$ cat src/rtl/pipe_ctrl_pkg.sv
// rtl/pipe_ctrl_pkg.sv - shared types and encodings for the pipeline hazard controller
package pipe_ctrl_pkg;

    typedef enum logic [1:0] {
        RUN      = 2'd0,
        MEM_WAIT = 2'd1,
        ERR      = 2'd2
    } state_t;

    localparam logic [1:0] PCSRC_SEQ = 2'b00;
    localparam logic [1:0] PCSRC_J   = 2'b01;
    localparam logic [1:0] PCSRC_BEQ = 2'b10;
    localparam logic [1:0] PCSRC_JR  = 2'b11;

    localparam logic [4:0] REG_ZERO = 5'd0;

endpackage

$ cat src/rtl/pipe_ctrl_perf.sv
// rtl/pipe_ctrl_perf.sv - saturating event counter used for pipeline performance statistics
module pipe_ctrl_perf #(
    parameter int CNT_W = 32
) (
    input  logic             clk_i,
    input  logic             rst_i,
    input  logic             inc_i,
    output logic [CNT_W-1:0] cnt_o
);

    always_ff @(posedge clk_i) begin
        if (rst_i) begin
            cnt_o <= '0;
        end else if (inc_i && (cnt_o != {CNT_W{1'b1}})) begin
            cnt_o <= cnt_o + 1'b1;
        end
    end

endmodule

$ cat src/rtl/pipe_hazard_ctrl.sv
// rtl/pipe_hazard_ctrl.sv - stall/flush sequencer for the 5-stage pipeline
// Performance counters are built only when PIPE_HAZARD_PERF_CNT_EN is defined.
module pipe_hazard_ctrl
    import pipe_ctrl_pkg::*;
#(
    parameter int MEM_TIMEOUT = 16,
    parameter int CNT_W       = 32
) (
    input  logic             clk_i,
    input  logic             rst_i,
    input  logic [4:0]       id_rs_i,
    input  logic [4:0]       id_rt_i,
    input  logic             id_uses_rt_i,
    input  logic             ex_mem_read_i,
    input  logic [4:0]       ex_write_addr_i,
    input  logic [1:0]       mem_pcsrc_i,
    input  logic             dmem_req_i,
    input  logic             dmem_ready_i,
    output logic             pipe_en_o,
    output logic             pc_write_o,
    output logic             if_id_write_o,
    output logic             if_id_flush_o,
    output logic             id_ex_flush_o,
    output logic             ex_mem_flush_o,
    output logic             timeout_o,
    output logic [CNT_W-1:0] stall_cnt_o,
    output logic [CNT_W-1:0] flush_cnt_o
);

    state_t     state;
    logic [7:0] wait_cnt;
    logic       timeout_q;

    logic lu;
    logic ms;
    logic redirect;
    logic freeze;

    assign lu = ex_mem_read_i && (ex_write_addr_i != REG_ZERO) &&
                ((ex_write_addr_i == id_rs_i) ||
                 (id_uses_rt_i && (ex_write_addr_i == id_rt_i)));
    assign ms       = dmem_req_i && !dmem_ready_i;
    assign redirect = (mem_pcsrc_i != PCSRC_SEQ);

    // A ready MEM_WAIT cycle behaves like RUN without the memory stall.
    assign freeze = (state == ERR) ||
                    ((state == MEM_WAIT) && !dmem_ready_i) ||
                    ((state == RUN) && ms);

    assign timeout_o = timeout_q;

    always_comb begin
        pipe_en_o      = 1'b1;
        pc_write_o     = 1'b1;
        if_id_write_o  = 1'b1;
        if_id_flush_o  = 1'b0;
        id_ex_flush_o  = 1'b0;
        ex_mem_flush_o = 1'b0;
        if (rst_i) begin
            pipe_en_o      = 1'b0;
            pc_write_o     = 1'b0;
            if_id_write_o  = 1'b0;
            if_id_flush_o  = 1'b1;
            id_ex_flush_o  = 1'b1;
            ex_mem_flush_o = 1'b1;
        end else if (freeze) begin
            pipe_en_o      = 1'b0;
            pc_write_o     = 1'b0;
            if_id_write_o  = 1'b0;
        end else if (redirect) begin
            if_id_flush_o  = 1'b1;
            id_ex_flush_o  = 1'b1;
            ex_mem_flush_o = 1'b1;
        end else if (lu) begin
            pc_write_o     = 1'b0;
            if_id_write_o  = 1'b0;
            id_ex_flush_o  = 1'b1;
        end
    end

    always_ff @(posedge clk_i) begin
        if (rst_i) begin
            state     <= RUN;
            wait_cnt  <= 8'd0;
            timeout_q <= 1'b0;
        end else begin
            case (state)
                RUN: begin
                    if (ms) begin
                        wait_cnt <= 8'd1;
                        state    <= MEM_WAIT;
                    end
                end
                MEM_WAIT: begin
                    if (dmem_ready_i) begin
                        wait_cnt <= 8'd0;
                        state    <= RUN;
                    end else if (wait_cnt == 8'(MEM_TIMEOUT - 1)) begin
                        timeout_q <= 1'b1;
                        state     <= ERR;
                    end else begin
                        wait_cnt <= wait_cnt + 8'd1;
                    end
                end
                ERR: begin
                    timeout_q <= 1'b1;
                end
                default: begin
                    state <= RUN;
                end
            endcase
        end
    end

`ifdef PIPE_HAZARD_PERF_CNT_EN
    logic stall_inc;
    logic flush_inc;

    assign stall_inc = !rst_i && (freeze || (!redirect && lu));
    assign flush_inc = !rst_i && !freeze && redirect;

    pipe_ctrl_perf #(.CNT_W(CNT_W)) u_stall_cnt (
        .clk_i (clk_i),
        .rst_i (rst_i),
        .inc_i (stall_inc),
        .cnt_o (stall_cnt_o)
    );

    pipe_ctrl_perf #(.CNT_W(CNT_W)) u_flush_cnt (
        .clk_i (clk_i),
        .rst_i (rst_i),
        .inc_i (flush_inc),
        .cnt_o (flush_cnt_o)
    );
`else
    assign stall_cnt_o = '0;
    assign flush_cnt_o = '0;
`endif

endmodule

$ cat config.mk
export PLATFORM = sky130hd
export DESIGN_NAME = pipe_hazard_ctrl
export DESIGN_NICKNAME = d
export VERILOG_FILES = /design/src/rtl/pipe_ctrl_pkg.sv /design/src/rtl/pipe_ctrl_perf.sv /design/src/rtl/pipe_hazard_ctrl.sv
export SDC_FILE = /design/constraint.sdc
export NUM_CORES = 1
export LEC_CHECK = 0
export CAP_MARGIN = 20
export CORE_ASPECT_RATIO = 2
export CORE_MARGIN = 8
export CORE_UTILIZATION = 27
export CTS_BUF_LIST = sky130_fd_sc_hd__clkbuf_4 sky130_fd_sc_hd__clkbuf_8 sky130_fd_sc_hd__clkbuf_16
export DETAILED_ROUTE_END_ITERATION = 10
export PLACE_DENSITY = 0.66
export SYNTH_ARGS = -nofsm -noshare
export SYNTH_HDL_FRONTEND = slang
export SYNTH_SLANG_ARGS = --single-unit
$ cat constraint.sdc
create_clock -name clk_i -period 3.3 [get_ports clk_i]
set_input_delay 0.66 -clock clk_i [delete_from_list [all_inputs] [get_ports clk_i]]
set_output_delay 0.66 -clock clk_i [all_outputs]
set_load 0.02 [all_outputs]
# [After elaboration in Yosys (flattened, before gate mapping)]
# Cells that the tools add are included.
[totals] memories=0 ff_bits=11 latch_bits=0 ram_bits=0 rom_bits=0 elab_cells=57 output_inout_bits=71 inputBits=23
[op_classes] n_mux=24 shift=0 order_cmp=0 reduce_logical=18 div=0 n_addsub=1 multipliers=0 eq_ne=10 n_bitwise=1
[op_table] op="8-bit 2-to-1 mux" count=3
[op_table] op="8-bit case mux with 2 select lines" count=1
[op_table] op="1-bit 2-to-1 mux" count=15
[op_table] op="5-bit == test" count=2
[op_table] op="3-bit AND reduction" count=3
[op_table] op="8-bit by 1-bit adder with 8-bit output (second input constant)" count=1
[op_table] op="8-bit by 4-bit == test with 1-bit output (second input constant)" count=1
[op_table] op="1-bit logical AND" count=6
[op_table] op="2-bit 2-to-1 mux" count=3
[op_table] op="2-bit case mux with 3 select lines" count=1
[op_table] op="2-bit nonzero test" count=3
[op_table] op="5-bit nonzero test" count=1
[op_table] op="2-bit != test (second input constant)" count=2
[op_table] op="1-bit logical OR" count=3
[op_table] op="3-bit by 2-bit != test with 1-bit output (second input constant)" count=1
[op_table] op="3-bit != test (second input constant)" count=1
[op_table] op="2-bit by 1-bit == test with 1-bit output (second input constant)" count=1
[op_table] op="2-bit == test (second input constant)" count=1
[op_table] op="2-bit logical NOT" count=1
[op_table] op="2-bit by 1-bit != test with 1-bit output (second input constant)" count=1
[op_table] op="1-bit case mux with 2 select lines" count=1
[op_table] op="1-bit logical NOT" count=1
[op_table] op="1-bit inverter" count=1

# [Logic depth before layout (Yosys ltp)]
# Gate-level depths: netlist (run 1).
[depth] word_depth=8 mapped_depth=6

# [Worst setup path after synthesis (run 1)]
# No wires, ideal clock.
[synth_path] path_kind="in2out" from="in ex_write_addr_i[4]" to="out pc_write_o" t_arrival_ns=1.875 slack_ns=0.765 n_path_buf=1 cell_stages=5 path_cell_list="xor2_1 > nor4_1 > a32oi_1 > o41a_1 > buf_4"
[synth_between] elab_chain_cells=8 elab_cells_between_ends=11 classes_between="eq/ne: 2; mux: 4; reduce/logical: 5"
[synth_rtl] item="start: declaration" line_no="pipe_hazard_ctrl.sv:15" rtl="input logic [4:0] ex_write_addr_i,"
[synth_rtl] item="5-bit == test" line_no="pipe_hazard_ctrl.sv:41" rtl="(id_uses_rt_i && (ex_write_addr_i == id_rt_i)));"
[synth_rtl] item="1-bit logical AND" line_no="pipe_hazard_ctrl.sv:41"
[synth_rtl] item="1-bit logical OR" line_no="pipe_hazard_ctrl.sv:40" rtl="((ex_write_addr_i == id_rs_i) ||"
[synth_rtl] item="1-bit logical AND *" line_no="pipe_hazard_ctrl.sv:39" rtl="assign lu = ex_mem_read_i && (ex_write_addr_i != REG_ZERO) &&"
[synth_rtl] item="1-bit 2-to-1 mux * (4 in series)"
[synth_rtl] item="end: declaration" line_no="pipe_hazard_ctrl.sv:20" rtl="output logic pc_write_o,"
# Mark *: on every way between the ends. The rest lies on a longest branch, timed or not.

# [Final worst setup path (run 1)]
[layout_path] from="in dmem_ready_i" to="out if_id_flush_o"
[layout_between] elab_chain_cells=6 elab_cells_between_ends=8 classes_between="mux: 2; reduce/logical: 6"
[layout_rtl] item="start: declaration" line_no="pipe_hazard_ctrl.sv:18" rtl="input logic dmem_ready_i,"
[layout_rtl] item="1-bit logical NOT *" line_no="pipe_hazard_ctrl.sv:42, pipe_hazard_ctrl.sv:47"
[layout_rtl] item="1-bit logical AND (on tied branches)" line_no="pipe_hazard_ctrl.sv:47, pipe_hazard_ctrl.sv:42"
[layout_rtl] item="1-bit logical OR or 1-bit logical AND (tied branches)" line_no="pipe_hazard_ctrl.sv:46, pipe_hazard_ctrl.sv:48"
[layout_rtl] item="1-bit logical OR *" line_no="pipe_hazard_ctrl.sv:47" rtl="((state == MEM_WAIT) && !dmem_ready_i) ||"
[layout_rtl] item="1-bit 2-to-1 mux *" line_no="pipe_hazard_ctrl.sv:66" rtl="end else if (freeze) begin"
[layout_rtl] item="1-bit 2-to-1 mux *" line_no="pipe_hazard_ctrl.sv:59" rtl="if (rst_i) begin"
[layout_rtl] item="end: declaration" line_no="pipe_hazard_ctrl.sv:22" rtl="output logic if_id_flush_o,"
# Marked as above.

==> results of run 1 <==
-- registers in the layout, indices dropped and copies added (netlist names) --
register	cells
wait_cnt	8
state	2
timeout_o	1
-- critical path: cells and delay by family --
family          cells  cell delay, ns
compound gates      3            0.59
buf+inv             3            1.25
-- layer usage --
layer  track usage  wire (um)  vias to the layer above
met5             0          0                        -
met4        0.0264         43                        0
met3        0.0339        347                        5
met2         0.161       1650                       75
met1        0.0740       1140                      458
li1              -          -                      475
-- through the flow --
stage	setup slack (ns)	cells	power (mW)
after floorplan	0.765	217	0.296
after global placement	-0.185	240	0.292
after detailed placement	-0.219	240	0.292
after CTS	0.0510	244	0.435
after global routing	0.00549	244	0.454
final	0.138	244	0.437
-- logic make-up (layout without fill, tap and decap cells) --
logic type,count (synthesis),in the layout,synth area share
buffers and inverters,70,42,0.411
and+or+nand+nor,28,28,0.145
other,1,64,0.00300
adders and majority gates,1,1,0.0100
DFF,11,11,0.176
muxes,1,1,0.00800
AOI/OAI and AO/OA,30,30,0.163
xor gates and xnor gates,12,12,0.0840
-- area by class of cell --
| type | instances | area [um^2] | area share |
|---|---|---|---|
| clock buffers | 4 | 48.8 | 0.0340 |
| inverters | 3 | 11.3 | 0.00785 |
| multi-input cells | 136 | 753 | 0.525 |
| flip-flops and latches | 11 | 220 | 0.154 |
| well taps | 55 | 68.8 | 0.0480 |
| repair buffers | 35 | 332 | 0.231 |
-- repair_timing --
| action | 4_1_cts | 5_1_grt |
|---|---|---|
| gates resized for setup | 4 | 1 |
| pin swaps | 0 | 0 |
| setup endpoints to repair | 3 | 1 |
-- layout by cell type, fill, tap and decap left out, types with 2 or more instances in the layout --
master | netlist | routed
clkbuf_8 | 0 | 3
o2111ai_1 | 3 | 3
a21oi_1 | 5 | 5
nand2_1 | 2 | 2
o21bai_1 | 2 | 2
o21ai_0 | 10 | 8
o211ai_1 | 2 | 2
nor4_1 | 2 | 2
dfxtp_1 | 11 | 11
inv_1 | 3 | 3
conb_1 | 1 | 64
or3_2 | 2 | 2
xor2_1 | 11 | 11
buf_4 | 67 | 6
and4_1 | 2 | 2
dlygate4sd2_1 | 0 | 3
nor2b_1 | 2 | 2
clkdlybuf4s50_1 | 0 | 26
a31oi_1 | 2 | 2
nor2_1 | 7 | 7
o21ai_1 | 0 | 2
-- final timing paths --
check / to / slack (ns) / cells past startpoint
max: if_id_flush_o / 0.14 / 6
min: timeout_o / 0.47 / 2
max reg2reg: wait_cnt[4] / 1.57 / 4
min reg2reg: timeout_o / 0.47 / 2
-- power by group --
group / switching (mW) / internal (mW) / total (mW)
Combinational: 0.104 / 0.0486 / 0.152
Sequential: 0.00356 / 0.135 / 0.139
Clock: 0.0525 / 0.0932 / 0.146
Total: 0.160 / 0.277 / 0.437
==> results.json, run 1 <==
{
  "status": "finished clean",
  "place.port_buffers": 29,
  "routed_via_density": 4.15,
  "crit_required_ns": 2.64,
  "htreeDepth": 1,
  "synth_common_cells": "buf_4, dfxtp_1, xor2_1",
  "drc_errors": 0,
  "crit_chain": "clkdlybuf4s50_1 -> o21bai_1 -> o21ai_0 -> o21ai_1 -> buf_4 -> clkdlybuf4s50_1",
  "die_x_um": 64.1,
  "hp-class": "reg -> reg",
  "yosys_most_used_dff": "dfxtp_1",
  "timing.final.crit_share": 0.958,
  "n_antenna_cell": 0,
  "cts_hold_buf": 0,
  "dieArea_mm2": 0.00720,
  "design_area_mm2": 0.00143,
  "r2r-start": "wait_cnt[4]",
  "async_reset_ff_frac": 0,
  "hold_violations": 0,
  "yosysWarnings": 0,
  "start_util": 0.275,
  "vias": 1013,
  "io_pins": 94,
  "p_leak_nw": 0.631,
  "cts-root-buf": "clkbuf_8",
  "core_area_mm2": 0.00455,
  "syn_to_final_growth_pct": 14.6,
  "period_needed_ns": 3.16,
  "dr.pass1.iters": 4,
  "rsz0062_at_grt": "false",
  "gp_congestion": 0.799,
  "ys_types": 37,
  "power_density_mw_per_mm2": 305,
  "grt_start_max_net_pins": 13,
  "placementRows": 35,
  "hold_ws_ns": 0.472,
  "ys_top_cells_by_area": "buf_4, dfxtp_1, xor2_1, o21ai_0, nor2_1",
  "track_usage": 0.0834,
  "critPathCaptureType": "output pin",
  "fin_nets": 214,
  "drive_above_1_share": 0.0899,
  "finClkSkew_ns": 0.00334,
  "drt_iter0_drc": 19,
  "drtAntennaViolNets": 0,
  "cts_tree": "done",
  "hold_start": "timeout_o",
  "synth_seq_cells": 11,
  "synth_edf_count": 0,
  "grt_antenna_before_repair": 0,
  "startpoint": "dmem_ready_i",
  "grt_pass1_vias": 1112,
  "synth_top_area_share": 0.402,
  "critPathSlowestCell": "clkdlybuf4s50_1",
  "start_kind": "input port",
  "synth_area_mm2": 0.00125,
  "yosysTopAreaCell": "buf_4",
  "wl_per_cell_um": 13.0,
  "hpwl_um": 2740,
  "setup_tns_ns": 0,
  "synthesis.instances": 154,
  "grt_remaining_overflow": 0,
  "clk_path_buf_depth": 2,
  "yosysMostFrequentCell": "buf_4",
  "drt_wl_total_um": 3180,
  "cts_buffers": 3,
  "postCtsSetupBuffers": 0,
  "max_freq_mhz": 316,
  "criticalPathCategory": "in -> out",
  "vdd_ir_drop_max_mv": 0.118,
  "cap_violations": 0,
  "cp_max_fo": 3,
  "place_area_mm2": 0.00139,
  "finalSetupViolCount": 0,
  "grt_pass1_wl_um": 4900,
  "fillers": 526,
  "clk_latency_ns": 0.24,
  "cts_num_sinks": 11,
  "fp.dieH_um": 112,
  "syn_area_per_cell_um2": 8.12,
  "ys_seq_area_frac": 0.176,
  "max_stage_delay_ns": 0.61,
  "cp_common_cell": "clkdlybuf4s50_1",
  "slew_violations": 0,
  "utilization": 0.315,
  "arrival_ns": 2.50,
  "path_clk_slew_ns": 0.05
}
Power figures use the tool's default switching activity.
==> inputs of run 2 (changes only) <==
Settings changed: GPL_TIMING_DRIVEN set to 0.
==> run 2 against run 1 <==
Cell count is 25% higher; die area unchanged; maximum frequency is 0.79% lower; global-route usage increased by 0.96 points; power up 13%; critical path depth unchanged; register-to-register slack better by 0.02 ns; first-iteration DRC count rose by 16%; wire length grew 6.0%; via count increased by 14%; sequential power about the same; clock power is essentially flat; critical path type unchanged; highest routed layer unchanged.
==> results.json, run 2 (synthesis gave the netlist of run 1 again) <==
{
  "status": "finished clean",
  "grt_antenna_before_repair": 0,
  "critPathCaptureType": "output pin",
  "slew_headroom": 0.502,
  "fin_nets": 275,
  "hold_ws_ns": 0.462,
  "vdd_ir_drop_max_mv": 0.140,
  "dr.pass1.iters": 4,
  "finalPower_uw": 492,
  "setup_tns_ns": 0,
  "clk_path_buf_depth": 2,
  "cp_num_buf_inv": 2,
  "worstMarginPinSlew_ns": 0.740,
  "min_to": "timeout_o",
  "r2r_setup_slack_ns": 1.59,
  "vias": 1151,
  "start_util": 0.275,
  "grt_remaining_overflow": 0,
  "arrival_ns": 2.53,
  "htreeDepth": 1,
  "routed_via_density": 3.77,
  "n_antenna_cell": 0,
  "max_freq_mhz": 314,
  "track_usage": 0.0930,
  "hpwl_um": 3040,
  "cp_max_fo": 3,
  "crit_chain": "clkdlybuf4s50_1 -> xor2_1 -> nor4_1 -> a32oi_1 -> o41a_1 -> dlygate4sd2_1",
  "criticalPathCategory": "in -> out",
  "r2r-end": "wait_cnt[3]",
  "hold_violations": 0,
  "cap_violations": 0,
  "finalSetupViolCount": 0,
  "path_clk_slew_ns": 0.05,
  "largest_register": "wait_cnt",
  "io_pins": 94,
  "cts_num_sinks": 11,
  "grt_start_max_net_pins": 11,
  "finClkSkew_ns": 0.00161,
  "start_kind": "input port",
  "crit_required_ns": 2.64,
  "slew_violations": 0,
  "clk_latency_ns": 0.24,
  "max_stage_delay_ns": 0.47,
  "fin_cells": 305,
  "rr_worst_depth": 4,
  "critPathSlowestCell": "clkdlybuf4s50_1",
  "core_area_mm2": 0.00455,
  "dieArea_mm2": 0.00720,
  "drt_iter0_drc": 22,
  "drive_above_1_share": 0.316,
  "cts_buffers": 3,
  "mostFrequentLayoutCells": "buf_4, conb_1, clkdlybuf4s50_1",
  "hp-class": "reg -> reg",
  "wl_per_cell_um": 11.0,
  "utilization": 0.417,
  "cts_hold_buf": 0,
  "final_common_cell": "buf_4",
  "grt_pass1_wl_um": 5420,
  "syn_to_final_growth_pct": 51.7,
  "pre_cts_ws_ns": -0.248,
  "die_x_um": 64.1,
  "gp_congestion": 0.842,
  "rsz0062_at_grt": "false",
  "design_area_mm2": 0.00190,
  "largest_reg_flops": 8,
  "min_delay_path_depth": 2,
  "p_leak_nw": 0.990,
  "fp.dieH_um": 112,
  "drc_errors": 0,
  "r2r-start": "wait_cnt[4]",
  "placementRows": 35,
  "period_needed_ns": 3.19,
  "timing.final.crit_share": 0.966,
  "path_delay_family": "buffers and inverters",
  "power_density_mw_per_mm2": 259,
  "cts_tree": "done",
  "hold_start": "timeout_o",
  "setup_ws_ns": 0.112,
  "grt_pass1_vias": 1216,
  "drtAntennaViolNets": 0,
  "cp.depth": 6,
  "place_area_mm2": 0.00185,
  "cts-root-buf": "clkbuf_8",
  "dp_cells": 301,
  "postCtsSetupBuffers": 0,
  "place.port_buffers": 29,
  "drt_wl_total_um": 3370
}
[run 2: changes by cell type in the layout (fill, tap and decap cells not counted)]
cell	delta
dlymetal6s2s_1	+3
dlygate4sd2_1	-1
buf_4	+62
clkdlybuf4s50_1	-3
[run 2: routing by layer]
metal	track usage	vias to the layer above	share of wire
li1	-	598	-
met1	0.0676	471	0.30
met2	0.169	78	0.51
met3	0.0728	4	0.18
met4	0.0396	0	0.018
met5	0	-	0
[run 2: area by class of cell]
type,count,area (um^2)
clock buffers,4,48.8
flip-flops and latches,11,220
multi-input cells,136,753
plain buffers,67,503
inverters,3,11.3
repair buffers,29,293
well taps,55,68.8
fillers,502,2660
[run 2: worst max-delay path by stage]
stage	startpoint	end	slack (ns)
after floorplan	ex_write_addr_i[4]	pc_write_o	0.77
after global placement	ex_write_addr_i[1]	pc_write_o	-0.24
after detailed placement	ex_write_addr_i[1]	pc_write_o	-0.25
after CTS	ex_write_addr_i[4]	pc_write_o	-0.02
after global routing	ex_write_addr_i[3]	if_id_write_o	0.02
final	ex_write_addr_i[3]	if_id_write_o	0.11
[run 2: repair_timing]
item | in CTS | in global routing
endpoints found under the setup margin | 5 | 2
resized for setup | 5 | 4
pin swaps | 1 | 3
[run 2: tightest hold or removal path, delay by kind of cell (launching register included)]
| kind | cells | cell delay (ns) |
|---|---|---|
| flops | 1 | 0.30 |
| compound gates | 1 | 0.06 |
| buf+inv | 1 | 0.05 |
[run 2: power breakdown]
part           switching (mW)  internal [mW]  total [mW]
clock network          0.0508         0.0930       0.144
registers             0.00208          0.135       0.137
logic                   0.115         0.0967       0.211
